<file path="src/rtl/sc_lane_scheduler_if.sv">
`timescale 1ns / 1ps
// -----------------------------------------------------------------------------
// sc_lane_scheduler_if
// Bundle between the Frogger lane move scheduler and its neighbours: the game
// state machine (level, pause) and the obstacle lane registers (shift strobes,
// shift directions, overrun status).
//
//   SC_LANESCHED_Level_In     4          level code; 0..3 play, else non-play
//   SC_LANESCHED_Pause_InLow  1          0 = freeze scheduling
//   SC_LANESCHED_Tick_Out     NUM_LANES  one-hot single-cycle shift strobe
//   SC_LANESCHED_Dir_Out      NUM_LANES  per-lane shift direction (1 = left)
//   SC_LANESCHED_Overrun_Out  1          sticky overrun flag
//
// Modports:
//   master - the scheduler (originates the lane strobes)
//   slave  - the environment (drives level/pause, consumes strobes)
// -----------------------------------------------------------------------------
interface sc_lane_scheduler_if #(
  parameter int NUM_LANES = 4
);

  logic [3:0]           SC_LANESCHED_Level_In;
  logic                 SC_LANESCHED_Pause_InLow;
  logic [NUM_LANES-1:0] SC_LANESCHED_Tick_Out;
  logic [NUM_LANES-1:0] SC_LANESCHED_Dir_Out;
  logic                 SC_LANESCHED_Overrun_Out;

  modport master (
    input  SC_LANESCHED_Level_In,
    input  SC_LANESCHED_Pause_InLow,
    output SC_LANESCHED_Tick_Out,
    output SC_LANESCHED_Dir_Out,
    output SC_LANESCHED_Overrun_Out
  );

  modport slave (
    output SC_LANESCHED_Level_In,
    output SC_LANESCHED_Pause_InLow,
    input  SC_LANESCHED_Tick_Out,
    input  SC_LANESCHED_Dir_Out,
    input  SC_LANESCHED_Overrun_Out
  );

endinterface

</file>
<file path="src/rtl/sc_lane_scheduler.sv">
`timescale 1ns / 1ps
// -----------------------------------------------------------------------------
// sc_lane_scheduler
// Lane move scheduler for the Frogger obstacle datapath. A prescaler produces
// a base tick; every lane owns a down-counter whose period depends on the lane
// index and the current level. Expired lanes raise a pending flag and a
// round-robin arbiter forwards at most one pending lane per clock to the
// single-shift-per-clock obstacle datapath as a one-hot strobe.
//
// Ports:
//   SC_LANESCHED_CLOCK_50     in   system clock
//   SC_LANESCHED_RESET_InLow  in   asynchronous active-low reset
//   sched                     if   sc_lane_scheduler_if.master (level, pause,
//                                  tick, direction, overrun)
//
// Parameters:
//   NUM_LANES    number of obstacle lanes (2..8)
//   PRESCALE     clocks per base tick (>= 2)
//   BASE_PERIOD  lane-0 period in base ticks at level 0
//   LANE_STEP    extra base ticks per lane index at level 0
//   CNT_W        width of the lane period counters
//
// Build option:
//   LANESCHED_OVERRUN_EN  when defined, an expiry hitting a lane that is still
//                         pending and not granted sets a sticky Overrun_Out
//                         (cleared by reset or a level change). When undefined
//                         Overrun_Out is tied to 0. Tick behaviour is the same
//                         in both builds.
// -----------------------------------------------------------------------------
module sc_lane_scheduler #(
  parameter int NUM_LANES   = 4,
  parameter int PRESCALE    = 50000,
  parameter int BASE_PERIOD = 200,
  parameter int LANE_STEP   = 40,
  parameter int CNT_W       = 10
) (
  input  logic                SC_LANESCHED_CLOCK_50,
  input  logic                SC_LANESCHED_RESET_InLow,
  sc_lane_scheduler_if.master sched
);

  localparam int PS_W  = $clog2(PRESCALE);
  localparam int PTR_W = $clog2(NUM_LANES);

  localparam logic [PS_W-1:0]  PS_LAST  = PS_W'(PRESCALE - 1);
  localparam logic [PTR_W-1:0] PTR_LAST = PTR_W'(NUM_LANES - 1);

  // Per-cycle operating mode, decoded in priority order.
  typedef enum logic [1:0] {
    MODE_LEVEL_CHANGE,
    MODE_IDLE,
    MODE_PAUSED,
    MODE_RUN
  } mode_e;

  // Lane period in base ticks: (BASE + lane*STEP) >> level, never below 1.
  function automatic logic [CNT_W-1:0] period_of(input int lane, input logic [1:0] shift);
    logic [CNT_W-1:0] raw;
    logic [CNT_W-1:0] shifted;
    raw     = CNT_W'(BASE_PERIOD + lane * LANE_STEP);
    shifted = raw >> shift;
    return (shifted == '0) ? CNT_W'(1) : shifted;
  endfunction

  // Odd lanes move left at even levels; odd levels mirror every lane.
  function automatic logic [NUM_LANES-1:0] dir_of(input logic lvl_lsb);
    logic [NUM_LANES-1:0] pat;
    for (int i = 0; i < NUM_LANES; i++) begin
      pat[i] = lvl_lsb ^ (i % 2 == 1);
    end
    return pat;
  endfunction

  logic clk;
  logic rst_n;
  logic [3:0] lvl_in;
  logic pause_n;

  assign clk     = SC_LANESCHED_CLOCK_50;
  assign rst_n   = SC_LANESCHED_RESET_InLow;
  assign lvl_in  = sched.SC_LANESCHED_Level_In;
  assign pause_n = sched.SC_LANESCHED_Pause_InLow;

  logic [3:0]           lvl_q;
  logic [PS_W-1:0]      presc_q;
  logic [CNT_W-1:0]     cnt_q [NUM_LANES];
  logic [NUM_LANES-1:0] pending_q;
  logic [PTR_W-1:0]     ptr_q;
  logic [NUM_LANES-1:0] tick_q;
  logic [NUM_LANES-1:0] dir_q;

  mode_e                mode;
  logic                 base_tick;
  logic [NUM_LANES-1:0] expire;
  logic                 grant_vld;
  logic [PTR_W-1:0]     grant_idx;
  logic [NUM_LANES-1:0] grant_oh;

  // ---------------------------------------------------------------------------
  // Mode decode. A level change wins over everything so a new level always
  // starts from a clean schedule, even when it lands on a non-play screen.
  // ---------------------------------------------------------------------------
  always_comb begin
    if (lvl_in != lvl_q) begin
      mode = MODE_LEVEL_CHANGE;
    end else if (lvl_q >= 4'd4) begin
      mode = MODE_IDLE;
    end else if (!pause_n) begin
      mode = MODE_PAUSED;
    end else begin
      mode = MODE_RUN;
    end
  end

  assign base_tick = (mode == MODE_RUN) && (presc_q == PS_LAST);

  // A counter sitting at 1 on a base tick is an expiry. The <= also covers a
  // zero count, so a corrupted counter still reloads instead of wrapping.
  always_comb begin
    // NOTE: every always_comb output gets a default first, so no path can
    // leave it unassigned and infer a latch.
    expire = '0;
    for (int i = 0; i < NUM_LANES; i++) begin
      if (base_tick && (cnt_q[i] <= CNT_W'(1))) begin
        expire[i] = 1'b1;
      end
    end
  end

  // ---------------------------------------------------------------------------
  // Round-robin arbiter: first pending lane at or after the pointer, searched
  // cyclically. Only active in RUN so frozen/idle cycles never grant.
  // ---------------------------------------------------------------------------
  always_comb begin : arbiter
    int               scan;
    logic [PTR_W-1:0] idx;
    grant_vld = 1'b0;
    grant_idx = '0;
    grant_oh  = '0;
    scan      = 0;
    idx       = '0;
    if (mode == MODE_RUN) begin
      for (int k = 0; k < NUM_LANES; k++) begin
        scan = int'(ptr_q) + k;
        if (scan >= NUM_LANES) begin
          scan = scan - NUM_LANES;
        end
        idx = PTR_W'(scan);
        if (!grant_vld && pending_q[idx]) begin
          grant_vld = 1'b1;
          grant_idx = idx;
        end
      end
      if (grant_vld) begin
        grant_oh[grant_idx] = 1'b1;
      end
    end
  end

  // ---------------------------------------------------------------------------
  // Scheduler state.
  // ---------------------------------------------------------------------------
  always_ff @(posedge clk or negedge rst_n) begin
    if (!rst_n) begin
      lvl_q   <= '0;
      presc_q <= '0;
      // NOTE: the lane counters are a small register bank, not a RAM, so each
      // entry gets a defined reset value (the level-0 period).
      for (int i = 0; i < NUM_LANES; i++) begin
        cnt_q[i] <= period_of(i, 2'b00);
      end
      pending_q <= '0;
      ptr_q     <= '0;
      tick_q    <= '0;
      dir_q     <= dir_of(1'b0);
    end else begin
      // NOTE: non-blocking assignments throughout, so every register below
      // sees the pre-edge values of the others regardless of statement order.
      lvl_q <= lvl_in;
      // Direction follows lvl_q, so it settles one cycle after lvl_q moves.
      dir_q <= dir_of(lvl_q[0]);

      unique case (mode)
        MODE_LEVEL_CHANGE: begin
          // Reload from the incoming level; lvl_q only catches up at this edge.
          presc_q <= '0;
          for (int i = 0; i < NUM_LANES; i++) begin
            cnt_q[i] <= period_of(i, lvl_in[1:0]);
          end
          pending_q <= '0;
          ptr_q     <= '0;
          tick_q    <= '0;
        end

        MODE_IDLE: begin
          // Prescaler, counters and pointer hold; stale requests are dropped.
          pending_q <= '0;
          tick_q    <= '0;
        end

        MODE_PAUSED: begin
          tick_q <= '0;
        end

        MODE_RUN: begin
          presc_q <= (presc_q == PS_LAST) ? '0 : presc_q + PS_W'(1);
          if (base_tick) begin
            for (int i = 0; i < NUM_LANES; i++) begin
              cnt_q[i] <= expire[i] ? period_of(i, lvl_q[1:0]) : cnt_q[i] - CNT_W'(1);
            end
          end
          // A lane granted and expiring on the same edge stays pending.
          pending_q <= (pending_q & ~grant_oh) | expire;
          tick_q    <= grant_oh;
          if (grant_vld) begin
            ptr_q <= (grant_idx == PTR_LAST) ? '0 : grant_idx + PTR_W'(1);
          end
        end

        default: begin
          tick_q <= '0;
        end
      endcase
    end
  end

  assign sched.SC_LANESCHED_Tick_Out = tick_q;
  assign sched.SC_LANESCHED_Dir_Out  = dir_q;

  // ---------------------------------------------------------------------------
  // Overrun: an expiry merging into a request that is still waiting.
  // ---------------------------------------------------------------------------
`ifdef LANESCHED_OVERRUN_EN
  logic overrun_q;
  logic overrun_evt;

  assign overrun_evt = |(expire & pending_q & ~grant_oh);

  always_ff @(posedge clk or negedge rst_n) begin
    if (!rst_n) begin
      overrun_q <= 1'b0;
    end else if (mode == MODE_LEVEL_CHANGE) begin
      overrun_q <= 1'b0;
    end else if (overrun_evt) begin
      overrun_q <= 1'b1;
    end
  end

  assign sched.SC_LANESCHED_Overrun_Out = overrun_q;
`else
  assign sched.SC_LANESCHED_Overrun_Out = 1'b0;
`endif

  // ---------------------------------------------------------------------------
  // Structural invariants of the strobe output.
  // ---------------------------------------------------------------------------
  a_tick_onehot0 : assert property (@(posedge clk) disable iff (!rst_n)
    $onehot0(tick_q));

  a_tick_only_from_run : assert property (@(posedge clk) disable iff (!rst_n)
    (mode != MODE_RUN) |=> (tick_q == '0));

endmodule

</file>
<file path="src/flat_wrapper.sv">
// flat-port wrapper written by rule: the top's interface ports become plain ports
module sc_lane_scheduler_flat 
#(
  parameter int NUM_LANES   = 4,
  parameter int PRESCALE    = 50000,
  parameter int BASE_PERIOD = 200,
  parameter int LANE_STEP   = 40,
  parameter int CNT_W       = 10
)
  (SC_LANESCHED_CLOCK_50, SC_LANESCHED_RESET_InLow, sched_SC_LANESCHED_Level_In, sched_SC_LANESCHED_Pause_InLow, sched_SC_LANESCHED_Tick_Out, sched_SC_LANESCHED_Dir_Out, sched_SC_LANESCHED_Overrun_Out);
  sc_lane_scheduler_if #(.NUM_LANES(NUM_LANES)) sched_i ();
  input  logic SC_LANESCHED_CLOCK_50;
  input  logic SC_LANESCHED_RESET_InLow;
  input wire logic [$bits(sched_i.SC_LANESCHED_Level_In)-1:0] sched_SC_LANESCHED_Level_In;
  input wire logic [$bits(sched_i.SC_LANESCHED_Pause_InLow)-1:0] sched_SC_LANESCHED_Pause_InLow;
  output wire logic [$bits(sched_i.SC_LANESCHED_Tick_Out)-1:0] sched_SC_LANESCHED_Tick_Out;
  output wire logic [$bits(sched_i.SC_LANESCHED_Dir_Out)-1:0] sched_SC_LANESCHED_Dir_Out;
  output wire logic [$bits(sched_i.SC_LANESCHED_Overrun_Out)-1:0] sched_SC_LANESCHED_Overrun_Out;
  assign sched_i.SC_LANESCHED_Level_In = sched_SC_LANESCHED_Level_In;
  assign sched_i.SC_LANESCHED_Pause_InLow = sched_SC_LANESCHED_Pause_InLow;
  assign sched_SC_LANESCHED_Tick_Out = sched_i.SC_LANESCHED_Tick_Out;
  assign sched_SC_LANESCHED_Dir_Out = sched_i.SC_LANESCHED_Dir_Out;
  assign sched_SC_LANESCHED_Overrun_Out = sched_i.SC_LANESCHED_Overrun_Out;
  sc_lane_scheduler #(.NUM_LANES(NUM_LANES), .PRESCALE(PRESCALE), .BASE_PERIOD(BASE_PERIOD), .LANE_STEP(LANE_STEP), .CNT_W(CNT_W)) u_core (.SC_LANESCHED_CLOCK_50(SC_LANESCHED_CLOCK_50), .SC_LANESCHED_RESET_InLow(SC_LANESCHED_RESET_InLow), .sched(sched_i));
endmodule
</file>
<file path="config.mk">
export PLATFORM = sky130hd
export DESIGN_NAME = sc_lane_scheduler_flat
export DESIGN_NICKNAME = d
export VERILOG_FILES = /design/src/rtl/sc_lane_scheduler_if.sv /design/src/rtl/sc_lane_scheduler.sv /design/src/flat_wrapper.sv
export SDC_FILE = /design/constraint.sdc
export NUM_CORES = 1
export LEC_CHECK = 0
export BUFFER_PORTS_ARGS = -buffer_cell sky130_fd_sc_hd__buf_2
export CORE_MARGIN = 5
export CORE_UTILIZATION = 53
export DETAILED_ROUTE_END_ITERATION = 8
export GPL_ROUTABILITY_DRIVEN = 0
export PLACE_DENSITY = 0.81
export SYNTH_ARGS = -nofsm -noshare
export SYNTH_HDL_FRONTEND = slang
export SYNTH_SLANG_ARGS = --single-unit
</file>
<file path="constraint.sdc">
create_clock -name SC_LANESCHED_CLOCK_50 -period 2.5 [get_ports SC_LANESCHED_CLOCK_50]
set_input_delay 0.5 -clock SC_LANESCHED_CLOCK_50 [delete_from_list [all_inputs] [get_ports SC_LANESCHED_CLOCK_50]]
set_output_delay 0.5 -clock SC_LANESCHED_CLOCK_50 [all_outputs]
set_load 0.01 [all_outputs]
</file>
Word level (Yosys, flattened, before mapping)
Index checks and enable logic that the tools add are counted.
Storage, ports and cells
  register bits: 74
  bits in latches: 0
  memory bits (writable): 0
  bits in read-only memories: 0
  input port bits: 7
  output and inout port bits: 9
  word-level logic and storage cells: 148
  memories: 0
Cells by class
  add/subtract/negate cells: 13
  $mul: 0
  div/mod/pow operators: 0
  magnitude comparators: 15
  equality and inequality tests: 8
  shift-type cells: 8
  muxes and demuxes: 63
  bitwise gates (word level): 4
  reductions and logical operators: 27
Operators with widths (count)
  two-way mux 10 bit: 12
  logical NOT 10 bit: 8
  case mux 40 bit (2 select lines): 1
  less-or-equal comparator 10 x 1 -> 1 bit, second input constant: 4
  two-way mux 40 bit: 1
  >> shifter 8 x 2 -> 10 bit, first input constant: 4
  >> shifter 9 x 2 -> 10 bit, first input constant: 4
  subtractor 10 x 1 -> 10 bit, second input constant: 4
  two-way mux 2 bit: 18
  case mux 16 bit (2 select lines): 1
  two-way mux 1 bit: 19
  adder 16 x 1 -> 16 bit, second input constant: 1
  == test 16 bit, second input constant: 1
  two-way mux 16 bit: 1
  case mux 4 bit (2 select lines): 2
  < comparator 2 x 3 -> 1 bit, second input constant: 5
  >= comparator 3 bit, second input constant: 3
  logical AND 1 bit: 9
  binary-select mux 1 bit (select 2 bit): 4
  two-way mux 4 bit: 2
  subtractor 2 x 1 -> 2 bit, second input constant: 4
  adder 2 x 2 -> 3 bit, second input constant: 2
  == test 2 bit, second input constant: 3
  bitwise AND 4 bit: 1
  19 further kinds: 24

Depth between registers and ports, before layout
  depth in word-level cells: 31
  depth in mapped cells: 13
  depth with buffers taken out: 11

Worst setup path before layout
OpenSTA, ideal clock, no wires.
  path type: in2reg
  start point: input sched_SC_LANESCHED_Level_In[2]
  end point: register u_core.cnt_q[14] (netlist name)
  setup time: 84 ps
  arrival: 2261 ps
  required time: 2416 ps
  setup slack: 155 ps
  stages on the path: 10
  path buffers: 1
  path through: xnor2_1 and3_1 o21a_1 ha_1 nand2b_1 clkbuf_1 nor2_1 a31o_2 a21oi_1 o2bb2a_1
Between the ends
  word-level cells in the longest chain between the ends: 9
  elaborated cells between the ends (all ways): 13
  classes of those cells: eq/ne: 3; mux: 5; reduce/logical: 5
Ends and longest elaborated chain
  start, declared: line flat_wrapper.sv:14  | input wire logic [$bits(sched_i.SC_LANESCHED_Level_In)-1:0] sched_SC_LANESCHED_Level_In;
  != test 4 bit *: line sc_lane_scheduler.sv:104  | if (lvl_in != lvl_q) begin
  two-way mux 2 bit *: line sc_lane_scheduler.sv:104
  == test 2 bit: line sc_lane_scheduler.sv:115, sc_lane_scheduler.sv:183
  logical AND 1 bit: line sc_lane_scheduler.sv:115  | assign base_tick = (mode == MODE_RUN) && (presc_q == PS_LAST);
  logical AND 1 bit: line sc_lane_scheduler.sv:124  | if (base_tick && (cnt_q[i] <= CNT_W'(1))) begin
  two-way mux 1 bit: line sc_lane_scheduler.sv:124
  two-way mux 10 bit: line sc_lane_scheduler.sv:209  | cnt_q[i] <= expire[i] ? period_of(i, lvl_q[1:0]) : cnt_q[i] - CNT_W'(1);
  two-way mux 40 bit: line sc_lane_scheduler.sv:207  | if (base_tick) begin
  case mux 40 bit (2 select lines): line sc_lane_scheduler.sv:183  | unique case (mode)
  end signal, assigned by index: line sc_lane_scheduler.sv:170  | cnt_q[i] <= period_of(i, 2'b00);
  end signal, assigned by index: line sc_lane_scheduler.sv:188  | cnt_q[i] <= period_of(i, lvl_in[1:0]);
  end signal, assigned by index: line sc_lane_scheduler.sv:209
  end, declared: line sc_lane_scheduler.sv:86  | logic [CNT_W-1:0] cnt_q [NUM_LANES];
Mark *: on every way between the ends. The rest lies on a longest branch, timed or not. The select of a mux whose other input is x is not followed.
A chain may end at the register's enable or synchronous reset.

Worst setup path after layout
  start point: register u_core.lvl_q[2]
  end point: register u_core.cnt_q[33] (netlist name)
Between the ends
  word-level cells in the longest chain between the ends: 10
  elaborated cells between the ends (all ways): 15
  classes of those cells: order compare: 1; eq/ne: 3; mux: 6; reduce/logical: 5
Ends and longest elaborated chain
  start, declared: line sc_lane_scheduler.sv:84  | logic [3:0] lvl_q;
  start signal, assigned: line sc_lane_scheduler.sv:179  | lvl_q <= lvl_in;
  >= comparator 4 x 3 -> 1 bit: line sc_lane_scheduler.sv:106  | end else if (lvl_q >= 4'd4) begin
  two-way mux 2 bit: line sc_lane_scheduler.sv:106
  two-way mux 2 bit *: line sc_lane_scheduler.sv:104
  == test 2 bit: line sc_lane_scheduler.sv:115, sc_lane_scheduler.sv:183
  logical AND 1 bit: line sc_lane_scheduler.sv:115
  logical AND 1 bit: line sc_lane_scheduler.sv:124
  two-way mux 1 bit: line sc_lane_scheduler.sv:124
  two-way mux 10 bit: line sc_lane_scheduler.sv:209
  two-way mux 40 bit: line sc_lane_scheduler.sv:207
  case mux 40 bit (2 select lines): line sc_lane_scheduler.sv:183
Marked as above.

==> flow_metrics.py <==
metrics = {
    "sta": {
        "worst_pin_slew_ns": 0.7088,
        "tns_ns": 0,
        "fin_crit_ns": 2.370,
        "finalWorstSetupSlack_ns": 0.1296,
        "slew_viol_final": 0,
        "period_share_pct": 94.81,
        "hold_viol_final": 0,
        "rsz0062_at_grt": "false",
        "fin_skew_ns": 0.01361,
        "relSlewSlack_pct": 52.31,
        "setup_viol": 0,
        "hold_ws_ns": 0.04132,
        "fmax_mhz": 421.9,
    },
    "clocking": {
        "cts_tree": "built",
        "path_clk_slew_ns": 0.08,
        "post_cts.repair.setup_buffers": 0,
        "h-tree-depth": 3,
        "clock_latency_ns": 0.36,
        "cts_hold_buf": 0,
        "clockRootBuffer": "clkbuf_8",
        "cts_buffers": 9,
        "clock_sinks": 72,
        "cts_max_path_buffers": 2,
    },
    "critical_path": {
        "cp.depth": 8,
        "cpMaxStageDelayCell": "dfrtp_1",
        "timing.rr.end": "u_core.cnt_q[33]$_DFFE_PN1P_",
        "reg2reg_from": "u_core.lvl_q[2]$_DFF_PN0_",
        "cp.required_ns": 2.79,
        "slowest_delay_ns": 0.42,
        "cp-endpoint": "u_core.cnt_q[33]$_DFFE_PN1P_",
        "path_cells": "nor4_1, and3_1, ha_2, nand2b_1, buf_4, nor2_1, or2_2, a221o_1",
        "critPathLaunch": "u_core.lvl_q[2]$_DFF_PN0_",
        "critPathTopFamily": "simple AND/OR/NAND/NOR gates",
        "crit_buf_inv": 1,
        "r2r_slack_ns": 0.13,
        "worstPathMaxFanout": 6,
        "path_class": "flip-flop to flip-flop",
        "end_kind": "flip-flop",
        "crit_arrival_ns": 2.66,
        "reg2regPathDepth": 8,
        "cp-start-kind": "flip-flop",
    },
    "final_layout": {
        "fin_area_um2": 5436,
        "mostFrequentLayoutCells": "59 x dfrtp_1, 47 x nor2_1, 40 x nand2_1, 38 x buf_4, 37 x a21oi_1",
        "drive_above_1_share_pct": 18.12,
        "area_growth_pct": 13.57,
        "mostFrequentLayoutCell": "dfrtp_1",
        "fin_nets": 624,
        "diodes": 0,
    },
    "power_and_ir_drop": {
        "power.density_nw_per_um2": 492.7,
        "power.share.clock_pct": 34.6,
        "swShare_pct": 28.81,
        "power.leakage_uw": 0.002309,
        "power_frac_seq_pct": 48.8,
        "p_switching_uw": 771.7,
        "p_comb_share_pct": 16.5,
        "p_int_uw": 1907,
        "ir_drop_v": 0.0002554,
    },
    "placement": {
        "hpwl_um": 8882,
        "port_buffers": 14,
        "place_ws_ns": -0.07362,
        "placed_cell_area_um2": 5228,
    },
    "global_routing": {
        "grt-ovfl-total": 0,
        "antenna_found_initial": 0,
        "grt_pass1_wl_um": 20860,
        "track_usage_pct": 22.58,
        "grt_pass1_vias": 4391,
        "grt_max_degree": 48,
    },
    "logic_synthesis": {
        "synth_edf_count": 0,
        "postSynthAreaPerCell_um2": 8.704,
        "synth_cell_type_count": 73,
        "synth_ff_type": "dfrtp_1",
        "synth_area_um2": 4787,
        "syn_nets": 583,
        "yosys_warnings": 0,
        "ys_ff_latch": 72,
        "synthCells": 550,
        "ys_async_sr_fraction_pct": 100.0,
        "yosysSeqAreaShare_pct": 37.98,
    },
    "drt": {
        "drt_drc_violations_left": 0,
        "routed_wl_um": 12410,
        "viasPerCell": 6.422,
        "wire_per_inst_um": 17.62,
        "maxUsedRoutingLayer": "met4",
        "drt_pre_antenna_iters": 5,
        "wl_met2_um": 5924,
        "drtIter0Drc": 346,
        "vias": 4521,
        "ant_nets": 0,
        "met1_length_um": 5335,
        "routed-wl-met3_um": 752,
    },
    "outcome": {
        "status": "completed",
    },
    "floorplanning": {
        "rows": 34,
        "start_util_pct": 54.63,
        "io_pins": 16,
        "dieArea_um2": 11030,
        "core_um2": 8763,
        "dieHeight_um": 105.0,
        "die_w_um": 105.0,
    },
    "run": {
        "drv_cap": 0,
    },
    "worst_hold_path": {
        "worstHoldPathType": "input pin to async pin",
    },
}
cell usage after synthesis, drive strengths merged, types with 11 or more instances:
cell	number	share of area (%)
ha	26	6.8
nor3	19	2.0
nor2	48	3.8
dfrtp	59	31
o21ai	38	4.0
dfstp	13	7.1
nand4	13	1.7
a21oi	38	4.0
clkbuf	16	1.3
nand2	42	3.3
nor4	13	2.0
inv	31	2.4
xor2	11	2.0
nand3	20	2.1
logic make-up after synthesis:
| family | after synthesis | synth area share [%] |
|---|---|---|
| AOI/OAI and AO/OA | 156 | 21.46 |
| adders and majority gates | 26 | 6.796 |
| xor gates and xnor gates | 21 | 3.842 |
| muxes | 5 | 1.098 |
| DFF | 72 | 37.98 |
| and+or+nand+nor | 213 | 23.97 |
| buffers and inverters | 56 | 4.783 |
| other | 1 | 0.07834 |
per-stage QoR:
| stage | total power (uW) | util [%] | std cells |
|---|---|---|---|
| 6_report | 2678 | 62.04 | 704 |
| 5_1_grt | 2806 | 62.04 | 704 |
| 4_1_cts | 2686 | 61.82 | 704 |
| 3_5_place_dp | 1758 | 59.65 | 688 |
| 3_3_place_gp | 1743 | 59.65 | 688 |
| 2_1_floorplan | 1596 | - | 550 |
area by class of cell:
type                    instances  area (um2)
fillers                       733        3327
inverters                      31       116.4
well taps                     108       135.1
clock buffers                  12       145.1
clock inverters                 4       45.04
multi-input cells             422        2755
repair buffers                 55       421.7
flip-flops and latches         72        1818
timing repair:
item | 4_1_cts | 5_1_grt
setup endpoints to repair | 0 | 15
gates resized for setup | 0 | 6
hold endpoints to repair | 0 | 0
layer usage:
metal  up-vias  GRT usage [%]
met2       201          36.56
met5         -              0
li1       2110              -
met1      2168          29.24
met3        42          4.131
met4         0          10.50
worst register-to-register path, stage by stage, from the launching register on:
cell	delay [ns]
dfrtp_1	0.42
nor4_1	0.32
and3_1	0.28
ha_2	0.25
nand2b_1	0.19
buf_4	0.17
nor2_1	0.06
or2_2	0.31
a221o_1	0.30
power by group through the flow:
stage	clock network [uW]	registers [uW]	logic, uW
6_report	928	1310	443
3_3_place_gp	0	1320	419
3_5_place_dp	0	1330	432
2_1_floorplan	0	1310	289
4_1_cts	945	1300	436
5_1_grt	998	1320	492
how the worst min path moves through the flow:
stage	depth (start not counted)	end	slack (ns)	startpoint
after global routing	1	u_core.cnt_q[38]$_DFFE_PN0P_	0.06	SC_LANESCHED_RESET_InLow
final	1	u_core.cnt_q[38]$_DFFE_PN0P_	0.04	SC_LANESCHED_RESET_InLow
after global placement	1	u_core.cnt_q[39]$_DFFE_PN0P_	0.43	SC_LANESCHED_RESET_InLow
after floorplan	0	u_core.cnt_q[0]$_DFFE_PN0P_	0.20	SC_LANESCHED_RESET_InLow
after CTS	1	u_core.sched.SC_LANESCHED_Dir_Out[2]$_DFF_PN0_	0.05	SC_LANESCHED_RESET_InLow
after detailed placement	1	u_core.cnt_q[38]$_DFFE_PN0P_	0.44	SC_LANESCHED_RESET_InLow
flip-flops by register name, indices dropped and copies added (netlist names):
signal and count:
u_core.ptr_q 2, u_core.cnt_q 40, u_core.presc_q 16, u_core.sched.SC_LANESCHED_Tick_Out 4, u_core.sched.SC_LANESCHED_Dir_Out 2, u_core.pending_q 4
u_core.lvl_q 4
Power figures use the tool's default switching activity.
